**config.mk**
```make
export PLATFORM = sky130hd
export DESIGN_NAME = uart_cmd_bridge
export DESIGN_NICKNAME = d
export VERILOG_FILES = /design/src/rtl/uart_cmd_bridge.sv
export SDC_FILE = /design/constraint.sdc
export NUM_CORES = 1
export LEC_CHECK = 0
export CAP_MARGIN = 5
export CORE_MARGIN = 4
export CORE_UTILIZATION = 51
export DETAILED_ROUTE_END_ITERATION = 12
export HOLD_SLACK_MARGIN = 0.06
export PLACE_DENSITY = 0.77
export SYNTH_ARGS = -nofsm -noshare
export SYNTH_HDL_FRONTEND = slang
export SYNTH_SLANG_ARGS = --single-unit
```
**constraint.sdc**
```tcl
create_clock -name clk -period 2.2 [get_ports clk]
set_clock_uncertainty 0.15 [all_clocks]
set_input_delay 0.22 -clock clk [delete_from_list [all_inputs] [get_ports clk]]
set_output_delay 0.22 -clock clk [all_outputs]
set_load 0.03 [all_outputs]
```
**src/rtl/uart_cmd_bridge.sv**
```systemverilog
// rtl/uart_cmd_bridge.sv - UART 8N1 to register-bus command bridge; optional CMD_TIMEOUT_EN aborts a stalled write
module uart_cmd_bridge #(
    parameter int UART_CLK_FREQ = 24_000_000,
    parameter int UART_BAUD     = 115_200,
    parameter int TIMEOUT_BITS  = 32
) (
    input  logic       clk,
    input  logic       n_reset,
    input  logic       uart_rxd,
    output logic       uart_txd,
    input  logic [7:0] rdata,
    output logic [7:0] wdata,
    output logic [6:0] addr,
    output logic       write,
    output logic       read_ack,
    output logic       frame_err
);

    localparam int BAUD_DIV = UART_CLK_FREQ / UART_BAUD;
    localparam int CNT_W    = $clog2(BAUD_DIV + 1);
    localparam logic [CNT_W-1:0] BIT_LAST  = CNT_W'(BAUD_DIV - 1);
    localparam logic [CNT_W-1:0] HALF_LAST = CNT_W'(BAUD_DIV / 2 - 1);

    typedef enum logic [1:0] {RX_IDLE, RX_START, RX_DATA, RX_STOP} rx_state_t;
    typedef enum logic       {TX_IDLE, TX_SHIFT} tx_state_t;
    typedef enum logic [1:0] {P_CMD, P_DATA, P_RD} p_state_t;

    logic             r_rxd_meta;
    logic             r_rxd_sync;
    rx_state_t        r_rx_state;
    logic [CNT_W-1:0] r_rx_cnt;
    logic [2:0]       r_rx_bit;
    logic [7:0]       r_rx_shift;

    tx_state_t        r_tx_state;
    logic [CNT_W-1:0] r_tx_cnt;
    logic [3:0]       r_tx_left;
    logic [8:0]       r_tx_shift;
    logic             r_txd;

    p_state_t         r_p_state;
    logic [6:0]       r_addr;
    logic [7:0]       r_wdata;
    logic             r_write;
    logic             r_read_ack;
    logic             r_frame_err;

    logic             w_rx_done;
    logic             w_rx_valid;
    logic             w_rx_ferr;

`ifdef CMD_TIMEOUT_EN
    localparam logic [31:0] TO_LAST = 32'(TIMEOUT_BITS * BAUD_DIV - 1);
    logic [31:0]      r_to_cnt;
`endif

    // Stop-bit sample point: good stop hands the byte to the parser, bad stop flags a framing error
    assign w_rx_done  = (r_rx_state == RX_STOP) && (r_rx_cnt == '0);
    assign w_rx_valid = w_rx_done &  r_rxd_sync;
    assign w_rx_ferr  = w_rx_done & ~r_rxd_sync;

    assign uart_txd  = r_txd;
    assign addr      = r_addr;
    assign wdata     = r_wdata;
    assign write     = r_write;
    assign read_ack  = r_read_ack;
    assign frame_err = r_frame_err;

    // Two-flop synchroniser for the asynchronous serial input, idling high
    always_ff @(posedge clk or negedge n_reset) begin
        if (!n_reset) begin
            r_rxd_meta <= 1'b1;
            r_rxd_sync <= 1'b1;
        end else begin
            r_rxd_meta <= uart_rxd;
            r_rxd_sync <= r_rxd_meta;
        end
    end

    // Receiver: find start edge, re-check it half a bit later, then sample mid-bit LSB first
    always_ff @(posedge clk or negedge n_reset) begin
        if (!n_reset) begin
            r_rx_state <= RX_IDLE;
            r_rx_cnt   <= '0;
            r_rx_bit   <= '0;
            r_rx_shift <= '0;
        end else begin
            case (r_rx_state)
                RX_IDLE: begin
                    if (!r_rxd_sync) begin
                        r_rx_state <= RX_START;
                        r_rx_cnt   <= HALF_LAST;
                    end
                end
                RX_START: begin
                    if (r_rx_cnt != '0) begin
                        r_rx_cnt <= r_rx_cnt - CNT_W'(1);
                    end else if (!r_rxd_sync) begin
                        r_rx_state <= RX_DATA;
                        r_rx_cnt   <= BIT_LAST;
                        r_rx_bit   <= '0;
                    end else begin
                        r_rx_state <= RX_IDLE;
                    end
                end
                RX_DATA: begin
                    if (r_rx_cnt != '0) begin
                        r_rx_cnt <= r_rx_cnt - CNT_W'(1);
                    end else begin
                        r_rx_shift <= {r_rxd_sync, r_rx_shift[7:1]};
                        r_rx_cnt   <= BIT_LAST;
                        if (r_rx_bit == 3'd7) begin
                            r_rx_state <= RX_STOP;
                        end else begin
                            r_rx_bit <= r_rx_bit + 3'd1;
                        end
                    end
                end
                RX_STOP: begin
                    if (r_rx_cnt != '0) begin
                        r_rx_cnt <= r_rx_cnt - CNT_W'(1);
                    end else begin
                        r_rx_state <= RX_IDLE;
                    end
                end
                default: r_rx_state <= RX_IDLE;
            endcase
        end
    end

    // Transmitter: load {stop, rdata} while driving the start bit, then shift one bit per baud period
    always_ff @(posedge clk or negedge n_reset) begin
        if (!n_reset) begin
            r_tx_state <= TX_IDLE;
            r_tx_cnt   <= '0;
            r_tx_left  <= '0;
            r_tx_shift <= '1;
            r_txd      <= 1'b1;
        end else begin
            case (r_tx_state)
                TX_IDLE: begin
                    if (r_read_ack) begin
                        r_tx_state <= TX_SHIFT;
                        r_txd      <= 1'b0;
                        r_tx_shift <= {1'b1, rdata};
                        r_tx_cnt   <= BIT_LAST;
                        r_tx_left  <= 4'd9;
                    end
                end
                TX_SHIFT: begin
                    if (r_tx_cnt != '0) begin
                        r_tx_cnt <= r_tx_cnt - CNT_W'(1);
                    end else if (r_tx_left == 4'd0) begin
                        r_tx_state <= TX_IDLE;
                    end else begin
                        r_txd      <= r_tx_shift[0];
                        r_tx_shift <= {1'b1, r_tx_shift[8:1]};
                        r_tx_left  <= r_tx_left - 4'd1;
                        r_tx_cnt   <= BIT_LAST;
                    end
                end
                default: r_tx_state <= TX_IDLE;
            endcase
        end
    end

    // Command parser: decode command byte, issue write or read strobes, flag dropped/aborted bytes
    always_ff @(posedge clk or negedge n_reset) begin
        if (!n_reset) begin
            r_p_state   <= P_CMD;
            r_addr      <= '0;
            r_wdata     <= '0;
            r_write     <= 1'b0;
            r_read_ack  <= 1'b0;
            r_frame_err <= 1'b0;
`ifdef CMD_TIMEOUT_EN
            r_to_cnt    <= '0;
`endif
        end else begin
            r_write     <= 1'b0;
            r_read_ack  <= 1'b0;
            r_frame_err <= w_rx_ferr;
            case (r_p_state)
                P_CMD: begin
                    if (w_rx_valid) begin
                        r_addr    <= r_rx_shift[6:0];
                        r_p_state <= r_rx_shift[7] ? P_DATA : P_RD;
`ifdef CMD_TIMEOUT_EN
                        r_to_cnt  <= '0;
`endif
                    end
                end
                P_DATA: begin
                    if (w_rx_valid) begin
                        r_wdata   <= r_rx_shift;
                        r_write   <= 1'b1;
                        r_p_state <= P_CMD;
                    end
`ifdef CMD_TIMEOUT_EN
                    else if (r_to_cnt == TO_LAST) begin
                        r_frame_err <= 1'b1;
                        r_p_state   <= P_CMD;
                    end else begin
                        r_to_cnt <= r_to_cnt + 32'd1;
                    end
`endif
                end
                P_RD: begin
                    // A new byte cannot be queued behind a pending read, so it is discarded
                    if (w_rx_valid) begin
                        r_frame_err <= 1'b1;
                    end
                    if (r_tx_state == TX_IDLE) begin
                        r_read_ack <= 1'b1;
                        r_p_state  <= P_CMD;
                    end
                end
                default: r_p_state <= P_CMD;
            endcase
        end
    end

endmodule
```
=== Yosys cells after proc, flatten, opt, wreduce, memory -nomap -nowiden ===
Cells that the tools add are included.

* Add/subtract/negate cells: 4
* Equality and inequality tests: 22
* Mux-type cells: 49
* Bitwise logic cells: 5
* Reduce and logical (&&, ||, !) cells: 17

{| class="wikitable"
|+ Operators by type and width
! cell !! count
|-
| 2-to-1 mux 8 bit || 8
|-
| case mux 8 bit (4 select lines) || 1
|-
| 2-to-1 mux 9 bit || 3
|-
| != test 2 bit, second input constant || 13
|-
| 2-to-1 mux 2 bit || 10
|-
| case mux 9 bit (2 select lines) || 1
|-
| case mux 8 bit (2 select lines) || 1
|-
| nonzero test 8 bit || 2
|-
| subtractor 8 x 1 -> 8 bit, second input constant || 2
|-
| 2-to-1 mux 1 bit || 12
|-
| 2-to-1 mux 3 bit || 4
|-
| 2-to-1 mux 4 bit || 3
|-
| AND reduction 5 bit || 2
|-
| AND reduction 3 bit || 3
|-
| zero test 8 bit || 1
|-
| case mux 2 bit (4 select lines) || 1
|-
| case mux 4 bit (2 select lines) || 1
|-
| AND reduction 2 bit || 4
|-
| == test 2 bit, second input constant || 3
|-
| != test 3 bit, second input constant || 2
|-
| case mux 2 bit (3 select lines) || 1
|-
| case mux 3 bit (2 select lines) || 1
|-
| == test 2 x 1 -> 1 bit, second input constant || 2
|-
| zero test 2 bit || 2
|-
| other kinds (10) || 14
|}

* Register bits after elaboration: 66
* Logic and storage cells: 114

=== Logic depth before layout (Yosys ltp) ===
Gate-level depths: netlist of run 1.

* Depth after elaboration: 5
* Mapped depth: 8
* Mapped depth without buffers: 7

=== Worst setup path before layout of run 1 ===
No wires, ideal clock.

* Path kind: reg2reg
* Start point: reg r_rx_cnt[0]
* End point: reg r_addr[0] (netlist: addr[0])
* Library setup time: 0.125 ns
* Arrival: 1.904 ns
* Required time: 1.925 ns
* Slack: 0.022 ns
* Stages on the path, launching flop included: 7
* Period minus slack after synthesis: 2.178 ns
* Cells stage by stage: dfrtp_1 -> inv_1 -> ha_1 -> nor3b_4 -> nand2_4 -> nor4_4 -> mux2_2

* Longest elaborated chain between the ends: 4

{| class="wikitable"
|+ RTL lines
! element !! RTL line !! RTL
|-
| start: declaration || 31 || <nowiki>logic [CNT_W-1:0] r_rx_cnt;</nowiki>
|-
| start signal: assignment || 97 || <nowiki>r_rx_cnt <= r_rx_cnt - CNT_W'(1);</nowiki>
|-
| start signal: assignment || 108 || <nowiki>r_rx_cnt <= r_rx_cnt - CNT_W'(1);</nowiki>
|-
| start signal: assignment || 121 || <nowiki>r_rx_cnt <= r_rx_cnt - CNT_W'(1);</nowiki>
|-
| zero test 8 bit || 58 || <nowiki>assign w_rx_done = (r_rx_state == RX_STOP) && (r_rx_cnt == '0);</nowiki>
|-
| logical AND 1 bit || 58 ||
|-
| AND 1 bit || 59 || <nowiki>assign w_rx_valid = w_rx_done & r_rxd_sync;</nowiki>
|-
| AND reduction 2 bit (no line) || -- ||
|-
| end signal: assignment || 186 || <nowiki>r_addr <= r_rx_shift[6:0];</nowiki>
|-
| end: declaration || 42 || <nowiki>logic [6:0] r_addr;</nowiki>
|}

Every way passes these cells.
A chain may end at the register's enable or synchronous reset.

=== Final worst setup path of run 1 ===
* Start point: reg r_rx_cnt[0]
* End point: reg r_p_state[0]

* Longest elaborated chain between the ends: 5
* Elaborated cells on any way between the ends: 6

{| class="wikitable"
|+ RTL lines
! element !! RTL line !! RTL
|-
| zero test 8 bit (*) || 58 ||
|-
| logical AND 1 bit (*) || 58 ||
|-
| AND 1 bit (*) || 59 ||
|-
| != test 2 bit (no line) || -- ||
|-
| AND reduction 3 bit (no line) (*) || -- ||
|-
| end signal: assignment || 187 || <nowiki>r_p_state <= r_rx_shift[7] ? P_DATA : P_RD;</nowiki>
|-
| end: declaration || 41 || <nowiki>p_state_t r_p_state;</nowiki>
|}

Every way passes the cells marked *; elsewhere a longest branch is shown, timed or not.

==> flow_metrics.py, run 1 <==
metrics = {
    "layout": {
        "layout_common_cells": "dfrtp_1, nand2_1, clkdlybuf4s50_1",
        "nets": 356,
        "regArea_um2": 1640,
        "mostFrequentLayoutCell": "dfrtp_1",
        "antenna_cells": 0,
        "postLayoutCoreUtil_pct": 65.6,
        "nFillCells": 460,
        "multi_input_area_um2": 1410,
        "design_area_um2": 3880,
        "drive_above_1_share_pct": 24.8,
        "area_growth_pct": 25.0,
    },
    "setup_path": {
        "crit_buf_inv": 2,
        "cp_slowest_cell": "or4_1",
        "cpLargestDelayFamily": "simple AND/OR/NAND/NOR gates",
        "r2r-end": "r_p_state[0]$_DFFE_PN0P_",
        "crit_chain": "inv_1 > ha_2 > nor3b_4 > nand2_4 > buf_4 > or4_1 > a21oi_2",
        "critPathLaunchType": "register",
        "slowest_delay_ps": 490,
        "path_class": "reg2reg",
        "arrival_ps": 2250,
        "cp.required_ps": 2320,
        "endpoint": "r_p_state[0]$_DFFE_PN0P_",
        "rrSetupSlack_ps": 80,
        "r2r_cells": 7,
        "cp_max_fo": 6,
        "cp-end-kind": "register",
        "crit_cells": 7,
        "startpoint": "r_rx_cnt[0]$_DFFE_PN0P_",
        "r2r-start": "r_rx_cnt[0]$_DFFE_PN0P_",
    },
    "synth": {
        "ys_ff_latch": 65,
        "ys.flop_type": "dfrtp_1",
        "synthDistinctLibCells": 47,
        "synth_edf_count": 0,
        "syn_area_um2": 3100,
        "synth-seq-area-share_pct": 52.8,
        "syn_nets": 303,
        "yosysWarnings": 0,
        "synthCells": 281,
        "async_reset_ff_share_pct": 100,
        "postSynthAreaPerCell_um2": 11.0,
    },
    "clock_tree": {
        "clock_latency_ps": 340,
        "htreeDepth": 3,
        "cts_tree": "yes",
        "cts-root-buf": "clkbuf_8",
        "clock-sinks": 65,
        "numCtsBuffers": 9,
        "clock_path_buffers": 2,
        "clk_pin_slew_ps": 70,
    },
    "routing": {
        "firstDrtPassIters": 5,
        "ant_nets": 0,
        "wl_um": 6330,
        "viasPerCell": 5.57,
        "via_count": 2308,
        "drc": 0,
        "wl_per_cell_um": 15.3,
        "drt-initial-drc-count": 72,
    },
    "timing": {
        "finalSetupViolCount": 0,
        "slew-limit-headroom_pct": 69.4,
        "fin_crit_sh_pct": 96.5,
        "hold_viol": 0,
        "drv_slew": 0,
        "worst_pin_slew_ps": 458,
        "fmax_ghz": 0.471,
        "setup_ws_ps": 77.1,
        "rsz0062_at_grt": "yes",
        "fin_crit_ps": 2120,
    },
    "grt": {
        "antenna_found_initial": 0,
        "grt_pass1_vias": 2366,
        "grt_overflow_total": 0,
        "track_usage_pct": 18.5,
        "grt_pass1_wl_um": 10800,
        "grt_start_max_net_pins": 66,
    },
    "floorplanning": {
        "start_util_pct": 52.4,
        "core_um2": 5920,
        "die_w_um": 86.0,
        "die_y_um": 86.0,
        "core.rowCount": 28,
        "ioPinCount": 30,
        "dieArea_um2": 7400,
    },
    "place": {
        "io_buffers": 29,
        "place_area_um2": 3590,
        "place_ws_ps": 35.7,
        "dp_hpwl_um": 4230,
        "gp_congestion": 0.839,
    },
    "power_and_ir_drop": {
        "p_per_area_nw_per_um2": 587,
        "p_leak_uw": 0.00178,
        "ir_drop_mv": 0.485,
    },
    "job": {
        "drv_cap": 0,
    },
    "worst_hold_path": {
        "hold_class": "in2reg",
    },
    "status": {
        "status": "finished clean",
    },
}
[worst reg2reg max path: cells and delay by family (launching register included)]
| kind | cells | cell delay, ps |
|---|---|---|
| buf+inv | 2 | 280 |
| flops | 1 | 410 |
| simple gates | 3 | 910 |
| fa+ha+maj | 1 | 200 |
| compound gates | 1 | 120 |
[report_power, final]
part	leakage (uW)	internal, uW	total (uW)	switching, uW
sequential	0.000839	1200	1200	2.02
clock	0.000100	532	1020	492
combinational	0.000841	22.3	51.0	28.7
total	0.00178	1750	2280	523
[stage by stage]
stage               power, uW  TNS [ps]  hold slack [ps]  instances
global placement         1270         0              110        393
finish                   2280         0              132        414
global route             2360      -615              127        414
CTS                      2320         0              114        410
floorplan                1230         0             -226        281
detailed placement       1280         0              110        393
[worst min-delay path by stage]
stage	startpoint	endpoint	slack, ps	cells past startpoint
CTS	uart_rxd	r_rxd_meta$_DFF_PN1_	110	1
floorplan	n_reset	asynchronous set/reset pin	-230	0
global placement	n_reset	r_tx_cnt[5]$_DFFE_PN0P_	110	2
detailed placement	n_reset	r_rx_cnt[5]$_DFFE_PN0P_	110	2
finish	uart_rxd	r_rxd_meta$_DFF_PN1_	130	1
global route	uart_rxd	r_rxd_meta$_DFF_PN1_	130	1
[cells in the mapped netlist, types with 3 or more instances]
cell type | count | area, um2
a22oi_1 | 3 | 22.5
dfstp_2 | 11 | 289
clkbuf_1 | 3 | 11.3
o31ai_1 | 5 | 37.5
mux2i_1 | 8 | 80.1
and2_1 | 4 | 25.0
dfrtp_1 | 54 | 1350
mux2_2 | 22 | 248
nor2_1 | 13 | 48.8
inv_1 | 19 | 71.3
nand3_1 | 6 | 30.0
ha_1 | 11 | 138
a31oi_1 | 4 | 25.0
nor3_1 | 6 | 30.0
nand2_1 | 30 | 113
o21ai_0 | 23 | 115
xor2_1 | 5 | 43.8
a21oi_1 | 15 | 75.1
[registers in the layout (all words and copies together) (netlist names), named ones only]
register / count
r_rx_cnt: 8
r_rx_shift: 8
r_tx_cnt: 8
r_tx_shift: 8
wdata: 8
addr: 7
r_tx_left: 4
r_rx_bit: 3
r_p_state: 2
frame_err: 1
r_rx_state: 1
r_rxd_meta: 1
r_rxd_sync: 1
r_tx_state: 1
read_ack: 1
uart_txd: 1
write: 1
[cell type report]
cell class	instances	share of cell area (%)
flip-flops and latches	65	42.3
multi-input cells	191	36.4
repair buffers	48	11.8
clock buffers	9	3.19
well taps	75	2.42
clock inverters	7	2.00
inverters	19	1.84
[routing by layer]
layer	vias up	wire, um	track usage (%)
li1	1110	-	-
met1	1124	2860	23.7
met2	60	3030	28.5
met3	14	309	6.82
met4	0	127	7.48
met5	-	0	0
[logic make-up after synthesis]
group | share of synthesized area [%]
mux | 10.6
simple gates | 14.1
xor+xnor | 1.98
fa+ha+maj | 4.43
buf+inv | 3.10
flops | 52.8
compound gates | 13.0
[what timing repair did]
item,4_1_cts,5_1_grt
pin swaps,0,1
hold buffers,1,0
buffers inserted,0,4
endpoints found under the setup margin,1,36
hold endpoints to repair,65,0
resized for setup,1,10
Power figures use the tool's default switching activity.
==> run 2: changes to the inputs <==
- PLACE_DENSITY: 0.77 -> 0.83
==> run 2 against run 1 <==
Against the previous run: wire length about the same; worst hold slack worse by 1.5 ps; largest cell class unchanged; critical path depth is 1 higher; sequential share of layout area barely moved; maximum frequency down 3.0%; critical path type unchanged.
==> flow_metrics.py, run 2 (synthesis gave the netlist of run 1 again) <==
metrics = {
    "timing": {
        "whs_ps": 131,
        "drv_slew": 0,
        "slew-limit-headroom_pct": 64.6,
        "hold_viol": 0,
        "worst_pin_slew_ps": 527,
        "finalSetupViolCount": 0,
        "fmax_ghz": 0.457,
        "setup_ws_ps": 11.0,
        "fin_crit_sh_pct": 99.5,
        "rsz0062_at_grt": "yes",
        "fin_crit_ps": 2190,
    },
    "grt": {
        "grt_overflow_total": 0,
        "grt_pass1_vias": 2190,
        "grt_start_max_net_pins": 66,
        "track_usage_pct": 18.0,
        "grt_pass1_wl_um": 10500,
        "antenna_found_initial": 0,
    },
    "setup_path": {
        "cpLargestDelayFamily": "simple AND/OR/NAND/NOR gates",
        "cp-end-kind": "register",
        "path_class": "reg2reg",
        "crit_buf_inv": 3,
        "critPathLaunchType": "register",
        "cp_slowest_cell": "dfrtp_1",
        "cp_max_fo": 5,
        "crit_top_cell": "buf_4",
        "cp.required_ps": 2290,
        "arrival_ps": 2280,
        "slowest_delay_ps": 410,
        "crit_chain": "inv_2 > ha_2 > nor3b_4 > buf_4 > and2_1 > nand3_1 > buf_4 > mux2_2",
    },
    "layout": {
        "multi_input_area_um2": 1400,
        "layout_common_cells": "dfrtp_1, nand2_1, clkdlybuf4s50_1",
        "nets": 356,
        "mostFrequentLayoutCell": "dfrtp_1",
        "regArea_um2": 1640,
        "drive_above_1_share_pct": 24.2,
        "nFillCells": 448,
        "area_growth_pct": 24.9,
        "antenna_cells": 0,
        "design_area_um2": 3880,
    },
    "power_and_ir_drop": {
        "ir_drop_mv": 0.535,
        "finalPower_uw": 2310,
        "p_leak_uw": 0.00178,
        "p_per_area_nw_per_um2": 597,
    },
    "clock_tree": {
        "clock_latency_ps": 350,
        "numCtsBuffers": 9,
        "htreeDepth": 3,
        "clk_pin_slew_ps": 90,
        "cts-root-buf": "clkbuf_8",
        "cts_tree": "yes",
        "clock_path_buffers": 2,
        "clock-sinks": 65,
    },
    "place": {
        "place_area_um2": 3600,
        "place_ws_ps": -11.5,
        "io_buffers": 29,
        "gp_congestion": 0.881,
        "dp_hpwl_um": 4300,
    },
    "worst_hold_path": {
        "hold_class": "in2reg",
    },
    "job": {
        "drv_cap": 0,
    },
    "floorplanning": {
        "ioPinCount": 30,
        "die_w_um": 86.0,
        "start_util_pct": 52.4,
        "core.rowCount": 28,
        "core_um2": 5920,
        "die_y_um": 86.0,
        "dieArea_um2": 7400,
    },
    "routing": {
        "drc": 0,
        "viasPerCell": 5.49,
        "drt-initial-drc-count": 119,
        "ant_nets": 0,
        "wl_per_cell_um": 15.3,
        "firstDrtPassIters": 4,
        "via_count": 2274,
        "wl_um": 6330,
    },
    "status": {
        "status": "finished clean",
    },
}
==> run 2: cell count changes in the layout (fill, tap and decap cells not counted), sizes merged <==
cell	before	now
inv	21	23
clkinv	3	1
==> run 2: metal layers <==
metal / global-route usage, % / share of wire (%) / vias to the layer above
li1: - / - / 1123
met1: 24.6 / 47 / 1104
met2: 28.2 / 49 / 37
met3: 5.09 / 3.4 / 10
met4: 5.18 / 1.1 / 0
met5: 0 / 0 / -
==> run 2: stage by stage <==
step	utilization (%)	TNS, ps	std cells
floorplan	-	0	281
global placement	60.7	0	394
detailed placement	60.7	-40.4	394
CTS	64.6	0	412
global route	65.5	-309	414
finish	65.5	0	414
==> run 2: layout make-up <==
class                   count  area share [%]
clock buffers               9            3.20
clock inverters             7            2.16
inverters                  19            1.84
multi-input cells         191            36.2
flip-flops and latches     65            42.3
well taps                  75            2.42
repair buffers             48            11.8
==> run 2: worst register-to-register path: cells and delay by family, from the launching register on <==
family,cells,cell delay (ps)
and+or+nand+nor,3,610
buffers and inverters,3,460
muxes,1,280
DFF,1,410
adders and majority gates,1,180
==> run 2: what timing repair did <==
action	in CTS	in global routing
endpoints found under the setup margin	7	37
gates resized for setup	1	7
pin swaps	0	1
setup buffers	1	2
hold endpoints to repair	65	0
hold buffers	1	0
==> run 2: path summary, 6_finish.rpt <==
check	start	end	slack (ps)	cells after the start
max in group asynchronous	n_reset	r_rxd_sync$_DFF_PN1_	1320	3
max	r_rx_cnt[1]$_DFFE_PN0P_	wdata[1]$_DFFE_PN0P_	10	8
min reg2reg	r_rxd_meta$_DFF_PN1_	r_rxd_sync$_DFF_PN1_	210	0
min	uart_rxd	r_rxd_meta$_DFF_PN1_	130	1
max reg2reg	r_rx_cnt[1]$_DFFE_PN0P_	wdata[1]$_DFFE_PN0P_	10	8
min in group asynchronous	n_reset	r_rx_cnt[4]$_DFFE_PN0P_	260	3
==> run 2: power breakdown <==
part           total [uW]  switching [uW]  leakage (uW)  internal [uW]
combinational        50.0            27.7      0.000840           22.3
clock                1060             516      0.000103            544
sequential           1200            2.08      0.000839           1200
total                2310             546       0.00178           1770
==> run 3: changes to the inputs <==
- MAX_ROUTING_LAYER: unset -> met4
- SETUP_SLACK_MARGIN: unset -> 0.2
==> run 3 against run 2 <==
Against the previous run: register-to-register slack better by 140 ps; global-route usage rose by 2.3 points; sequential cell count unchanged; first-iteration DRC count grew 11%; cell area grew 5.5%; wire length up 12%; total power grew 0.82%; worst hold slack got worse by 14 ps; sequential power is essentially flat; largest cell class unchanged; largest power group unchanged.
==> flow_metrics.py, run 3 (synthesis gave the netlist of run 1 again) <==
metrics = {
    "timing": {
        "worst_pin_slew_ps": 516,
        "fin_crit_ps": 2050,
        "hold_viol": 0,
        "drv_slew": 0,
        "finalSetupViolCount": 0,
        "fmax_ghz": 0.489,
        "rsz0062_at_grt": "yes",
        "fin_crit_sh_pct": 93.0,
        "tns_ps": 0,
        "slew-limit-headroom_pct": 65.6,
    },
    "routing": {
        "wl_um": 7090,
        "drt-initial-drc-count": 132,
        "via_count": 2424,
        "wl_per_cell_um": 16.6,
        "viasPerCell": 5.69,
        "firstDrtPassIters": 4,
        "ant_nets": 0,
        "drc": 0,
    },
    "floorplanning": {
        "start_util_pct": 52.4,
        "core.rowCount": 28,
        "die_w_um": 86.0,
        "core_um2": 5920,
        "ioPinCount": 30,
        "die_y_um": 86.0,
        "dieArea_um2": 7400,
    },
    "clock_tree": {
        "cts_tree": "yes",
        "cts-root-buf": "clkbuf_8",
        "clk_pin_slew_ps": 80,
        "numCtsBuffers": 9,
        "clock_path_buffers": 2,
        "clock-sinks": 65,
        "clock_latency_ps": 360,
        "htreeDepth": 3,
    },
    "status": {
        "status": "finished clean",
    },
    "layout": {
        "nets": 368,
        "mostFrequentLayoutCell": "dfrtp_1",
        "area_growth_pct": 31.8,
        "antenna_cells": 0,
        "drive_above_1_share_pct": 31.9,
        "layout_common_cells": "dfrtp_1, nand2_1, clkdlybuf4s50_1",
        "postLayoutCoreUtil_pct": 69.1,
    },
    "setup_path": {
        "cp_max_fo": 5,
        "cp-end-kind": "register",
        "r2r_cells": 7,
        "path_class": "reg2reg",
        "endpoint": "r_rx_cnt[4]$_DFFE_PN0P_",
        "critPathLaunchType": "register",
        "rrSetupSlack_ps": 150,
        "r2r-end": "r_rx_cnt[4]$_DFFE_PN0P_",
        "arrival_ps": 2180,
        "cp.required_ps": 2330,
    },
    "grt": {
        "grt_overflow_total": 0,
        "track_usage_pct": 20.4,
        "grt_pass1_wl_um": 11400,
        "grt_start_max_net_pins": 66,
        "antenna_found_initial": 0,
        "grt_pass1_vias": 2358,
    },
    "place": {
        "gp_congestion": 0.845,
        "dp_hpwl_um": 4240,
        "io_buffers": 29,
    },
    "power_and_ir_drop": {
        "p_per_area_nw_per_um2": 570,
        "p_leak_uw": 0.00186,
        "ir_drop_mv": 0.711,
    },
    "job": {
        "drv_cap": 0,
    },
    "worst_hold_path": {
        "hold_class": "in2reg",
    },
}
==> run 3: cell types whose count changed in the layout (fill, tap and decap cells not counted), moves of 5 or more <==
cell and change:
o21ai_1 +5, mux2_2 -7, mux2_4 +7, o21ai_0 -6, buf_4 +10
==> run 3: area by class of cell <==
class | instances | area [um2]
clock buffers | 9 | 124
clock inverters | 7 | 83.8
fillers | 397 | 1830
inverters | 19 | 71.3
multi-input cells | 191 | 1530
flip-flops and latches | 65 | 1640
well taps | 75 | 93.8
repair buffers | 60 | 548
==> run 3: how the worst min path moves through the flow <==
stage,from,end,slack [ps],cells past startpoint
6_report,uart_rxd,r_rxd_meta$_DFF_PN1_,120,1
5_1_grt,uart_rxd,r_rxd_meta$_DFF_PN1_,120,1
4_1_cts,uart_rxd,r_rxd_meta$_DFF_PN1_,110,1
3_5_place_dp,n_reset,frame_err$_DFF_PN0_,110,2
3_3_place_gp,n_reset,r_rx_cnt[7]$_DFFE_PN0P_,110,2
2_1_floorplan,n_reset,asynchronous set/reset pin,-230,0
==> run 3: per-layer routing <==
layer	wire, um	vias up	global-route usage (%)
met2	3620	62	30.7
met3	264	13	5.48
met5	0	-	-
met1	3040	1213	26.2
li1	-	1136	-
met4	156	0	7.91
==> run 3: through the flow <==
| stage | hold WS (ps) | setup slack (ps) | total power [uW] | instance area, um2 | instances |
|---|---|---|---|---|---|
| 6_report | 117 | 154 | 2330 | 4090 | 426 |
| 5_1_grt | 117 | 87.0 | 2410 | 4090 | 426 |
| 4_1_cts | 108 | 147 | 2350 | 3940 | 417 |
| 3_5_place_dp | 113 | 56.9 | 1280 | 3580 | 393 |
| 3_3_place_gp | 110 | 139 | 1280 | 3580 | 393 |
| 2_1_floorplan | -226 | 120 | 1230 | 3110 | 281 |
==> run 3: what timing repair did <==
| item | 4_1_cts | 5_1_grt |
|---|---|---|
| resized for setup | 19 | 28 |
| buffers inserted | 7 | 9 |
| endpoints found under the hold margin | 65 | 0 |
| endpoints found under the setup margin | 42 | 43 |
| hold buffers | 1 | 0 |
| pin swaps | 3 | 6 |
==> run 3: power by group <==
part	total, uW	switching (uW)	internal, uW
clock network	1080	534	544
logic	51.3	28.8	22.5
registers	1200	2.36	1200
==> run 3: critical path: stages (launching register included) <==
cell and delay [ps]:
dfrtp_1 390, inv_1 140, ha_4 310, nor2_1 60, a41oi_2 210, nor2b_1 190, or4b_1 440, nand3_1 90
